### src/rtl/eth_pkg.sv
// Shared constants, FSM state type and a MAC byte helper for the ARP receive filter.
package eth_pkg;

   localparam logic [15:0] ETHERTYPE_ARP = 16'h0806;
   localparam logic [47:0] MAC_BCAST     = 48'hFFFF_FFFF_FFFF;
   localparam int          ETH_HDR_LEN   = 14;
   localparam int          ARP_HDR_LEN   = 8;

   // HTYPE=1, PTYPE=0x0800, HLEN=6, PLEN=4, OPER=1 (request)
   localparam logic [7:0] ARP_HDR_REQ [ARP_HDR_LEN] =
      '{8'h00, 8'h01, 8'h08, 8'h00, 8'h06, 8'h04, 8'h00, 8'h01};

   typedef enum logic [2:0] {
      ST_IDLE,
      ST_HDR,
      ST_ARPH,
      ST_PASS,
      ST_DROP
   } state_t;

   // Byte idx of a MAC in wire order (0 = most significant byte).
   function automatic logic [7:0] mac_byte(input logic [47:0] mac, input logic [2:0] idx);
      return mac[8*(5-int'(idx)) +: 8];
   endfunction

endpackage

### src/rtl/byte_delay_line.sv
// Fixed-depth byte shift register with a per-stage valid bit; flush empties it at once.
module byte_delay_line
   import eth_pkg::*;
#(
   parameter int DEPTH = 9
) (
   input  logic       i_clock,
   input  logic       i_sclr,
   input  logic       i_flush,
   input  logic       i_valid,
   input  logic [7:0] i_data,
   output logic       o_valid,
   output logic [7:0] o_data,
   output logic       o_fill
);

   logic [DEPTH-1:0] r_valid;
   logic [7:0]       r_data [DEPTH];

   // Valid bits shift with the data; reset or flush empties the line.
   always_ff @(posedge i_clock) begin
      if (i_sclr || i_flush) begin
         r_valid <= '0;
      end else begin
         r_valid <= {r_valid[DEPTH-2:0], i_valid};
      end
   end

   // Data stages need no reset: they are qualified by the valid bits.
   always_ff @(posedge i_clock) begin
      r_data[0] <= i_data;
      for (int k = 1; k < DEPTH; k++) begin
         r_data[k] <= r_data[k-1];
      end
   end

   assign o_valid = r_valid[DEPTH-1];
   assign o_data  = r_data[DEPTH-1];
   // High when the line will still hold a valid byte after the next edge.
   assign o_fill  = i_valid || (|r_valid[DEPTH-2:0]);

endmodule

### src/rtl/eth_arp_filter.sv
// Ethernet receive filter: validates header and ARP request header, then forwards
// the ARP payload as a gap-free burst delayed long enough to know the verdict.
module eth_arp_filter
   import eth_pkg::*;
#(
   parameter logic [47:0] LOCAL_MAC = 48'h020000000001,
   parameter int          CHECK_LEN = 8,
   parameter int          CNT_W     = 16
) (
   input  logic             i_clock,
   input  logic             i_sclr,
   input  logic             i_rx_en,
   input  logic [7:0]       i_rx_data,
   output logic             o_out_en,
   output logic [7:0]       o_out_data,
   output logic [CNT_W-1:0] o_arp_cnt,
   output logic [CNT_W-1:0] o_drop_cnt
);

   localparam int BC_W  = 12;
   localparam int DEPTH = CHECK_LEN + 1;

   state_t           r_state, w_state_next;
   logic [BC_W-1:0]  r_byte_cnt;
   logic [BC_W-1:0]  w_pay_off;
   logic             r_local_ok, r_bcast_ok;
   logic             w_local_ok_next, w_bcast_ok_next;
   logic             w_hdr_bad;
   logic             w_drop_inc, w_arp_inc, w_set_ok;
   logic             r_frame_ok;
   logic             w_pay_valid, w_flush;
   logic             w_line_valid, w_line_fill;
   logic [7:0]       w_line_data;
   logic             r_out_en;
   logic [7:0]       r_out_data;
   logic [CNT_W-1:0] r_arp_cnt, r_drop_cnt;

   assign w_pay_off   = r_byte_cnt - BC_W'(ETH_HDR_LEN);
   assign w_pay_valid = i_rx_en && (r_byte_cnt >= BC_W'(ETH_HDR_LEN));
   // A frame starting while the previous one still drains aborts that drain.
   assign w_flush     = (r_state == ST_IDLE) && i_rx_en;

   // Next-state logic, header checks and counter strobes.
   always_comb begin
      w_state_next    = r_state;
      w_local_ok_next = r_local_ok;
      w_bcast_ok_next = r_bcast_ok;
      w_hdr_bad       = 1'b0;
      w_drop_inc      = 1'b0;
      w_arp_inc       = 1'b0;
      w_set_ok        = 1'b0;
      case (r_state)
         ST_IDLE: begin
            if (i_rx_en) begin
               // Byte 0 is only recorded here; a bad first MAC byte is caught on byte 1.
               w_state_next    = ST_HDR;
               w_local_ok_next = (i_rx_data == mac_byte(LOCAL_MAC, 3'd0));
               w_bcast_ok_next = (i_rx_data == mac_byte(MAC_BCAST, 3'd0));
            end
         end
         ST_HDR: begin
            if (!i_rx_en) begin
               w_state_next = ST_IDLE;
               w_drop_inc   = 1'b1;
            end else begin
               if (r_byte_cnt < BC_W'(6)) begin
                  w_local_ok_next = r_local_ok && (i_rx_data == mac_byte(LOCAL_MAC, r_byte_cnt[2:0]));
                  w_bcast_ok_next = r_bcast_ok && (i_rx_data == mac_byte(MAC_BCAST, r_byte_cnt[2:0]));
                  w_hdr_bad       = !(w_local_ok_next || w_bcast_ok_next);
               end else if (r_byte_cnt == BC_W'(12)) begin
                  w_hdr_bad = (i_rx_data != ETHERTYPE_ARP[15:8]);
               end else if (r_byte_cnt == BC_W'(13)) begin
                  w_hdr_bad = (i_rx_data != ETHERTYPE_ARP[7:0]);
               end
               if (w_hdr_bad) begin
                  w_state_next = ST_DROP;
                  w_drop_inc   = 1'b1;
               end else if (r_byte_cnt == BC_W'(ETH_HDR_LEN - 1)) begin
                  w_state_next = ST_ARPH;
               end
            end
         end
         ST_ARPH: begin
            if (!i_rx_en) begin
               w_state_next = ST_IDLE;
               w_drop_inc   = 1'b1;
            end else if (i_rx_data != ARP_HDR_REQ[w_pay_off[2:0]]) begin
               w_state_next = ST_DROP;
               w_drop_inc   = 1'b1;
            end else if (w_pay_off == BC_W'(CHECK_LEN - 1)) begin
               w_state_next = ST_PASS;
               w_set_ok     = 1'b1;
            end
         end
         ST_PASS: begin
            if (!i_rx_en) begin
               w_state_next = ST_IDLE;
               w_arp_inc    = 1'b1;
            end
         end
         ST_DROP: begin
            if (!i_rx_en) begin
               w_state_next = ST_IDLE;
            end
         end
         default: begin
            w_state_next = ST_IDLE;
         end
      endcase
   end

   // FSM state register.
   always_ff @(posedge i_clock) begin
      if (i_sclr) begin
         r_state <= ST_IDLE;
      end else begin
         r_state <= w_state_next;
      end
   end

   // Frame byte index: saturating count of rx_en cycles, cleared between frames.
   always_ff @(posedge i_clock) begin
      if (i_sclr || !i_rx_en) begin
         r_byte_cnt <= '0;
      end else if (r_byte_cnt != '1) begin
         r_byte_cnt <= r_byte_cnt + BC_W'(1);
      end
   end

   // Running destination MAC match flags (local and broadcast tracked separately).
   always_ff @(posedge i_clock) begin
      if (i_sclr) begin
         r_local_ok <= 1'b0;
         r_bcast_ok <= 1'b0;
      end else begin
         r_local_ok <= w_local_ok_next;
         r_bcast_ok <= w_bcast_ok_next;
      end
   end

   // Saturating statistics counters.
   always_ff @(posedge i_clock) begin
      if (i_sclr) begin
         r_arp_cnt  <= '0;
         r_drop_cnt <= '0;
      end else begin
         if (w_arp_inc && (r_arp_cnt != '1)) begin
            r_arp_cnt <= r_arp_cnt + CNT_W'(1);
         end
         if (w_drop_inc && (r_drop_cnt != '1)) begin
            r_drop_cnt <= r_drop_cnt + CNT_W'(1);
         end
      end
   end

   // frame_ok: set once the ARP header verifies, held until the last byte leaves the line.
   always_ff @(posedge i_clock) begin
      if (i_sclr || w_flush) begin
         r_frame_ok <= 1'b0;
      end else if (w_set_ok) begin
         r_frame_ok <= 1'b1;
      end else if ((r_state != ST_PASS) && !w_line_fill) begin
         r_frame_ok <= 1'b0;
      end
   end

   byte_delay_line #(
      .DEPTH (DEPTH)
   ) u_delay (
      .i_clock (i_clock),
      .i_sclr  (i_sclr),
      .i_flush (w_flush),
      .i_valid (w_pay_valid),
      .i_data  (i_rx_data),
      .o_valid (w_line_valid),
      .o_data  (w_line_data),
      .o_fill  (w_line_fill)
   );

   // Registered output stage; only bytes of an accepted frame are qualified.
   always_ff @(posedge i_clock) begin
      if (i_sclr || w_flush) begin
         r_out_en   <= 1'b0;
         r_out_data <= 8'h00;
      end else begin
         r_out_en   <= w_line_valid && r_frame_ok;
         r_out_data <= w_line_valid ? w_line_data : 8'h00;
      end
   end

   assign o_out_en   = r_out_en;
   assign o_out_data = r_out_data;
   assign o_arp_cnt  = r_arp_cnt;
   assign o_drop_cnt = r_drop_cnt;

endmodule

### config.mk
export PLATFORM = sky130hd
export DESIGN_NAME = eth_arp_filter
export DESIGN_NICKNAME = d
export VERILOG_FILES = /design/src/rtl/eth_pkg.sv /design/src/rtl/byte_delay_line.sv /design/src/rtl/eth_arp_filter.sv
export SDC_FILE = /design/constraint.sdc
export NUM_CORES = 1
export LEC_CHECK = 0
export ABC_AREA = 1
export CELL_PAD_IN_SITES_DETAIL_PLACEMENT = 1
export CELL_PAD_IN_SITES_GLOBAL_PLACEMENT = 2
export CORE_MARGIN = 2
export CORE_UTILIZATION = 31
export CTS_CLUSTER_DIAMETER = 80
export DETAILED_ROUTE_END_ITERATION = 8
export GPL_ROUTABILITY_DRIVEN = 1
export MAX_ROUTING_LAYER = met4
export PLACE_DENSITY_LB_ADDON = 0.1
export SLEW_MARGIN = 30
export SYNTH_ARGS = -nofsm -noshare
export SYNTH_HDL_FRONTEND = slang
export SYNTH_SLANG_ARGS = --single-unit
### constraint.sdc
create_clock -name i_clock -period 1.85 [get_ports i_clock]
set_clock_uncertainty 0.05 [all_clocks]
set_input_delay 0.555 -clock i_clock [delete_from_list [all_inputs] [get_ports i_clock]]
set_output_delay 0.555 -clock i_clock [all_outputs]
set_load 0.005 [all_outputs]
==> flow_summary.yaml, run 1 <==
routing:
  num_vias: 4604
  drt_iter0_drc: 135
  detail-route-antenna-nets: 0
  post-route-drc-count: 0
  first_pass_iters: 4
  wl_per_cell_um: 13.7
  wirelength_mm: 14.0
  via_per_inst: 4.47
floorplan:
  start_util_pct: 31.6
  die_h_um: 134
  die_w_um: 134
  num_io_pins: 52
  fp-row-count: 47
  coreArea_mm2: 0.0165
  die-area_mm2: 0.0178
clocking:
  clockRootBuffer: "clkbuf_16"
  cts_sinks: 140
  clockBufferDepth: 2
  postCtsHoldBufs: 0
  cts_buffers: 17
  clk_latency_ns: 0.43
  clk_pin_slew_ns: 0.07
  cts_tree: "done"
  cts_htree_levels: 4
power_and_ir_drop:
  peakVddDrop_v: 0.000764
  leakagePower_nw: 3.51
  powerDensity_mw_per_mm2: 917
yosys:
  ys_ff_latch: 140
  ys_warn_count: 0
  avgSynthCellArea_um2: 8.43
  synth.yosys.seq_area_share_pct: 53.9
  yosys-top-cells-count: "dfxtp_1 (140), nand2_1 (111), inv_1 (73)"
  synth_most_common_cell: "dfxtp_1"
  syn_nets: 637
  synth_top_area_share_pct: 53.9
  synth-simple-area-share_pct: 26.3
  synth.area.mux_share_pct: 0
  post-synth-top-area-cell: "dfxtp_1"
  synthAdderAreaFrac_pct: 2.17
  synth-compound-area-share_pct: 7.36
  synthesis.area_mm2: 0.00520
  synth_cell_types: 38
  synth_top_family_by_area: "simple AND/OR/NAND/NOR gates"
  ys.flop_type: "dfxtp_1"
  synth_xor_area_share_pct: 3.71
  postSynthCellCount: 617
  async_flop_share_pct: 0
  synthTopCellsByArea: "dfxtp_1 (54%), nand2_1 (8.0%), inv_1 (5.3%)"
  synth_edf_count: 0
worst_setup_path:
  startpoint_type: "flop"
  crit_type: "reg2reg"
  crit_path_max_fanout: 7
  max_stage_delay_ns: 0.33
  path_cells: "inv_2, ha_4, nand2_4, xor2_1, nand3_1, nor3_4, nand2_1, nand2_2, nand2_8, buf_12, a21oi_2, nor2_1"
  required_ns: 2.11
  critPathSlowestCell: "dfxtp_2"
  end_kind: "flop"
  critPathArrivalTime_ns: 2.37
global_routing:
  grt_usage_pct: 17.0
  antenna_found_initial: 0
  grt_pass1_wl_mm: 23.6
  grt_overflow_total: 0
  grt_max_degree: 22
  grt_pass1_vias: 4999
timing:
  relSlewSlack_pct: 64.1
  rsz0062_at_grt: "true"
  post-route-period-util_pct: 114
  slew_violations: 0
  setup_slack_ns: -0.254
  final.min_clock_period_ns: 2.10
  hold_violations: 0
  setup_viol: 20
  tightest_slew_ns: 0.535
  max_freq_mhz: 475
  holdWs_ns: 0.265
final_layout:
  multi_input_area_mm2: 0.00242
  finalNonFillerCells: 1029
  utilization_pct: 47.9
  syn_to_final_growth_pct: 51.7
  drive_above_1_share_pct: 34.1
  n_antenna_cell: 0
  nNetsFinal: 816
  seqCellArea_mm2: 0.00287
  fillers: 1934
placed_design:
  dpl.cell_count: 966
  gp_congestion: 0.823
  io_buffers: 51
  dpl.hpwl_mm: 10.1
outcome:
  violations: "setup timing"
  status: "finished, violations left"
worst_hold_path:
  hold_path.class: "in2reg"
flow_run:
  max-cap-violations: 0
final timing paths:
| kind | from | end | slack [ns] | cells past startpoint |
|---|---|---|---|---|
| max | r_byte_cnt[2] | o_drop_cnt[0] | -0.25 | 12 |
| min | i_rx_data[7] | u_delay.r_data[0][7] | 0.27 | 1 |
| max reg2reg | r_byte_cnt[2] | o_drop_cnt[0] | -0.25 | 12 |
| min reg2reg | u_delay.r_data[4][5] | u_delay.r_data[5][5] | 0.27 | 0 |
logic make-up (layout without fill, tap and decap cells):
kind of cell	count (synthesis)	after routing
simple gates	292	293
flops	140	140
buf+inv	83	274
compound gates	71	71
xor+xnor	22	22
fa+ha+maj	9	9
stage by stage:
step	setup slack [ns]	area, µm²	power, mW	setup TNS (ns)
2_1_floorplan	-0.116	5230	3.54	-1.33
3_3_place_gp	-0.702	6650	3.78	-20.17
3_5_place_dp	-0.783	6650	3.80	-22.40
6_report	-0.254	7890	7.23	-4.20
4_1_cts	-0.200	7590	7.26	-3.23
5_1_grt	-0.355	7890	7.55	-6.22
layer usage:
layer | vias up | routed length, µm | global-route usage (%)
li1 | 2373 | - | -
met1 | 2182 | 6320 | 20.1
met2 | 36 | 7320 | 29.3
met3 | 13 | 286 | 3.81
met4 | 0 | 127 | 4.26
met5 | - | 0 | -
final cells by class:
class	count	share of cell area, %
repair buffers	168	18.3
flip-flops and latches	140	36.4
clock inverters	15	2.19
multi-input cells	395	30.7
clock buffers	17	5.39
inverters	74	3.52
well taps	220	3.49
report_power, final:
group          internal (mW)  leakage (nW)  total, mW  switching [mW]
sequential              3.12          1.18       3.16          0.0430
clock                   1.82         0.283       3.34            1.52
combinational          0.335          2.05      0.734           0.398
total                   5.27          3.51       7.23            1.96
sequential cells by signal, summed over array words and instances, names as in the netlist:
name / cells
u_delay.r_data: 72
r_state: 3
u_delay.r_valid: 9
o_out_data: 8
o_out_en: 1
r_byte_cnt: 12
r_frame_ok: 1
r_bcast_ok: 1
o_arp_cnt: 16
o_drop_cnt: 16
r_local_ok: 1
cells in the final DEF (no fill, tap or decap), drive strengths merged, types with 8 or more instances in the layout:
cell,instances
o21ai,21
xnor2,8
clkbuf,17
nand2,122
xor2,14
inv,82
buf,117
nand3,50
dlygate4sd2,45
nor2,73
nor3,21
nand4,16
ha,9
a21oi,38
dfxtp,140
timing repair:
item,in CTS,in global routing
pin swaps,25,34
resized for setup,134,53
cloned,1,1
endpoints found under the setup margin,66,43
setup buffers,19,11
worst max-delay path: cells and delay by family (launching register included):
family          cells  cell delay (ns)
simple gates        7             0.81
flops               1             0.33
xor+xnor            1             0.14
buf+inv             2             0.21
fa+ha+maj           1             0.32
compound gates      1             0.12
Power figures use the tool's default switching activity.
==> run 2, diff against run 1 <==
--- a/config.mk
+++ b/config.mk
@@ -15,6 +15,7 @@
 export GPL_ROUTABILITY_DRIVEN = 1
 export MAX_ROUTING_LAYER = met4
 export PLACE_DENSITY_LB_ADDON = 0.1
+export SETUP_SLACK_MARGIN = 0.15
 export SLEW_MARGIN = 30
 export SYNTH_ARGS = -nofsm -noshare
 export SYNTH_HDL_FRONTEND = slang
==> run 2 against run 1 <==
Against the previous run:
- the flow still finishes with violations (setup timing)
- maximum frequency shrank 0.98%
- via count grew 4.2%
- clock power grew 1%
- non-clock buffer count grew 10
- count of clock-buffer cells in the layout is the same
- global-route usage grew 0.23 points
- sequential power is essentially flat
- utilization grew 2.0 points
- setup slack lost 0.021 ns
- hold slack gained 0.0064 ns
- critical endpoint is now o_drop_cnt[9]
- highest routed layer unchanged
==> flow_summary.yaml, run 2 (synthesis results as in run 1) <==
timing:
  rsz0062_at_grt: "true"
  tightest_slew_ns: 0.518
  max_freq_mhz: 471
  final.min_clock_period_ns: 2.12
  slew_violations: 0
  hold_violations: 0
  setup_viol: 23
  setup_slack_ns: -0.275
  relSlewSlack_pct: 65.1
  post-route-period-util_pct: 115
worst_hold_path:
  holdCritStartpoint: "u_delay.r_data[6][3]"
  hold_path.class: "reg2reg"
final_layout:
  top_register: "u_delay.r_data"
  finalNonFillerCells: 1040
  drive_above_1_share_pct: 39.6
  syn_to_final_growth_pct: 57.9
  largest_reg_flops: 72
  layout.cells.most_common_list: "dfxtp_1 (106), buf_4 (102), nand2_1 (93)"
  nNetsFinal: 827
  n_antenna_cell: 0
  final_common_cell: "dfxtp_1"
clocking:
  cts_tree: "done"
  clockRootBuffer: "clkbuf_16"
  postCtsHoldBufs: 0
  cts_buffers: 17
  cts_sinks: 140
  clockBufferDepth: 2
  clk_latency_ns: 0.43
  clk_pin_slew_ns: 0.07
  cts_htree_levels: 4
floorplan:
  die-area_mm2: 0.0178
  coreArea_mm2: 0.0165
  die_w_um: 134
  start_util_pct: 31.6
  fp-row-count: 47
  num_io_pins: 52
  die_h_um: 134
worst_setup_path:
  end_kind: "flop"
  crit_path_max_fanout: 5
  r2r_slack_ns: -0.27
  crit_type: "reg2reg"
  reg2reg_from: "r_byte_cnt[2]"
  startpoint: "r_byte_cnt[2]"
  crit_top_cell: "nand2_4"
  max_stage_delay_ns: 0.34
  required_ns: 2.10
  critPathArrivalTime_ns: 2.37
  startpoint_type: "flop"
  critPathSlowestCell: "dfxtp_2"
  path_cells: "inv_2, ha_4, nand2_4, xor2_1, nand3_1, nor3_2, nand2_1, nand2_4, nand2_8, clkbuf_16, nand3_4, a21oi_2"
power_and_ir_drop:
  peakVddDrop_v: 0.000597
  powerDensity_mw_per_mm2: 897
  power_mw: 7.36
  leakagePower_nw: 3.56
outcome:
  status: "finished, violations left"
  violations: "setup timing"
global_routing:
  grt_max_degree: 22
  grt_overflow_total: 0
  grt_pass1_wl_mm: 23.6
  grt_pass1_vias: 4936
  antenna_found_initial: 0
  grt_usage_pct: 17.2
routing:
  detail-route-antenna-nets: 0
  num_vias: 4797
  via_per_inst: 4.61
  wl_per_cell_um: 14.3
  drt_iter0_drc: 167
  wirelength_mm: 14.9
  post-route-drc-count: 0
  first_pass_iters: 4
placed_design:
  io_buffers: 51
  dpl.cell_count: 956
  dp_slack_ns: -0.736
  gp_congestion: 0.861
  dpl.hpwl_mm: 9.92
flow_run:
  max-cap-violations: 0
==> run 2: what timing repair did <==
action / CTS / global route
gates cloned: 0 / 3
gates resized for setup: 164 / 97
endpoints found under the setup margin: 80 / 49
pin swaps: 23 / 45
setup buffers: 27 / 22
==> run 2: layout make-up <==
cell class / instances / area (µm²)
fillers: 1897 / 8260
flip-flops and latches: 140 / 2890
multi-input cells: 396 / 2620
repair buffers: 178 / 1550
clock buffers: 17 / 425
inverters: 74 / 288
well taps: 220 / 275
clock inverters: 15 / 168
==> run 2: worst max-delay path, delay by kind of cell (launching register included) <==
family	cells	cell delay (ns)
AND/OR/NAND/NOR	7	0.85
XOR/XNOR	1	0.15
buffers and inverters	2	0.23
AO/OA/AOI/OAI	1	0.06
flip-flops	1	0.34
adder cells (fa/ha/maj)	1	0.31
==> run 2: worst paths after layout <==
| path | endpoint | depth (start not counted) |
|---|---|---|
| setup / recovery | o_drop_cnt[9] | 12 |
| hold / removal | u_delay.r_data[7][3] | 0 |
| setup reg to reg | o_drop_cnt[9] | 12 |
| hold reg to reg | u_delay.r_data[7][3] | 0 |
==> run 2: report_power, final <==
group | leakage (nW) | internal [mW] | switching (mW)
registers | 1.18 | 3.11 | 0.0476
logic | 2.09 | 0.374 | 0.437
clock network | 0.292 | 1.93 | 1.47
total | 3.56 | 5.41 | 1.95
==> run 2: stage by stage <==
step	TNS (ns)	hold WS (ns)	cell area (µm²)	util, %
2_1_floorplan	-1.33	0.260	5240	-
3_3_place_gp	-17.48	0.260	6570	39.9
3_5_place_dp	-19.93	0.263	6570	39.9
4_1_cts	-2.46	0.273	7610	46.2
5_1_grt	-8.10	0.276	8210	49.9
6_report	-5.21	0.272	8210	49.9
==> run 2: per-layer routing <==
| metal | wire length [µm] | GRT usage [%] | vias up | share of wire [%] |
|---|---|---|---|---|
| li1 | - | - | 2399 | - |
| met1 | 6330 | 19.4 | 2324 | 43 |
| met2 | 7890 | 29.9 | 52 | 53 |
| met3 | 371 | 4.57 | 22 | 2.5 |
| met4 | 267 | 5.38 | 0 | 1.8 |
| met5 | 0 | - | - | 0 |
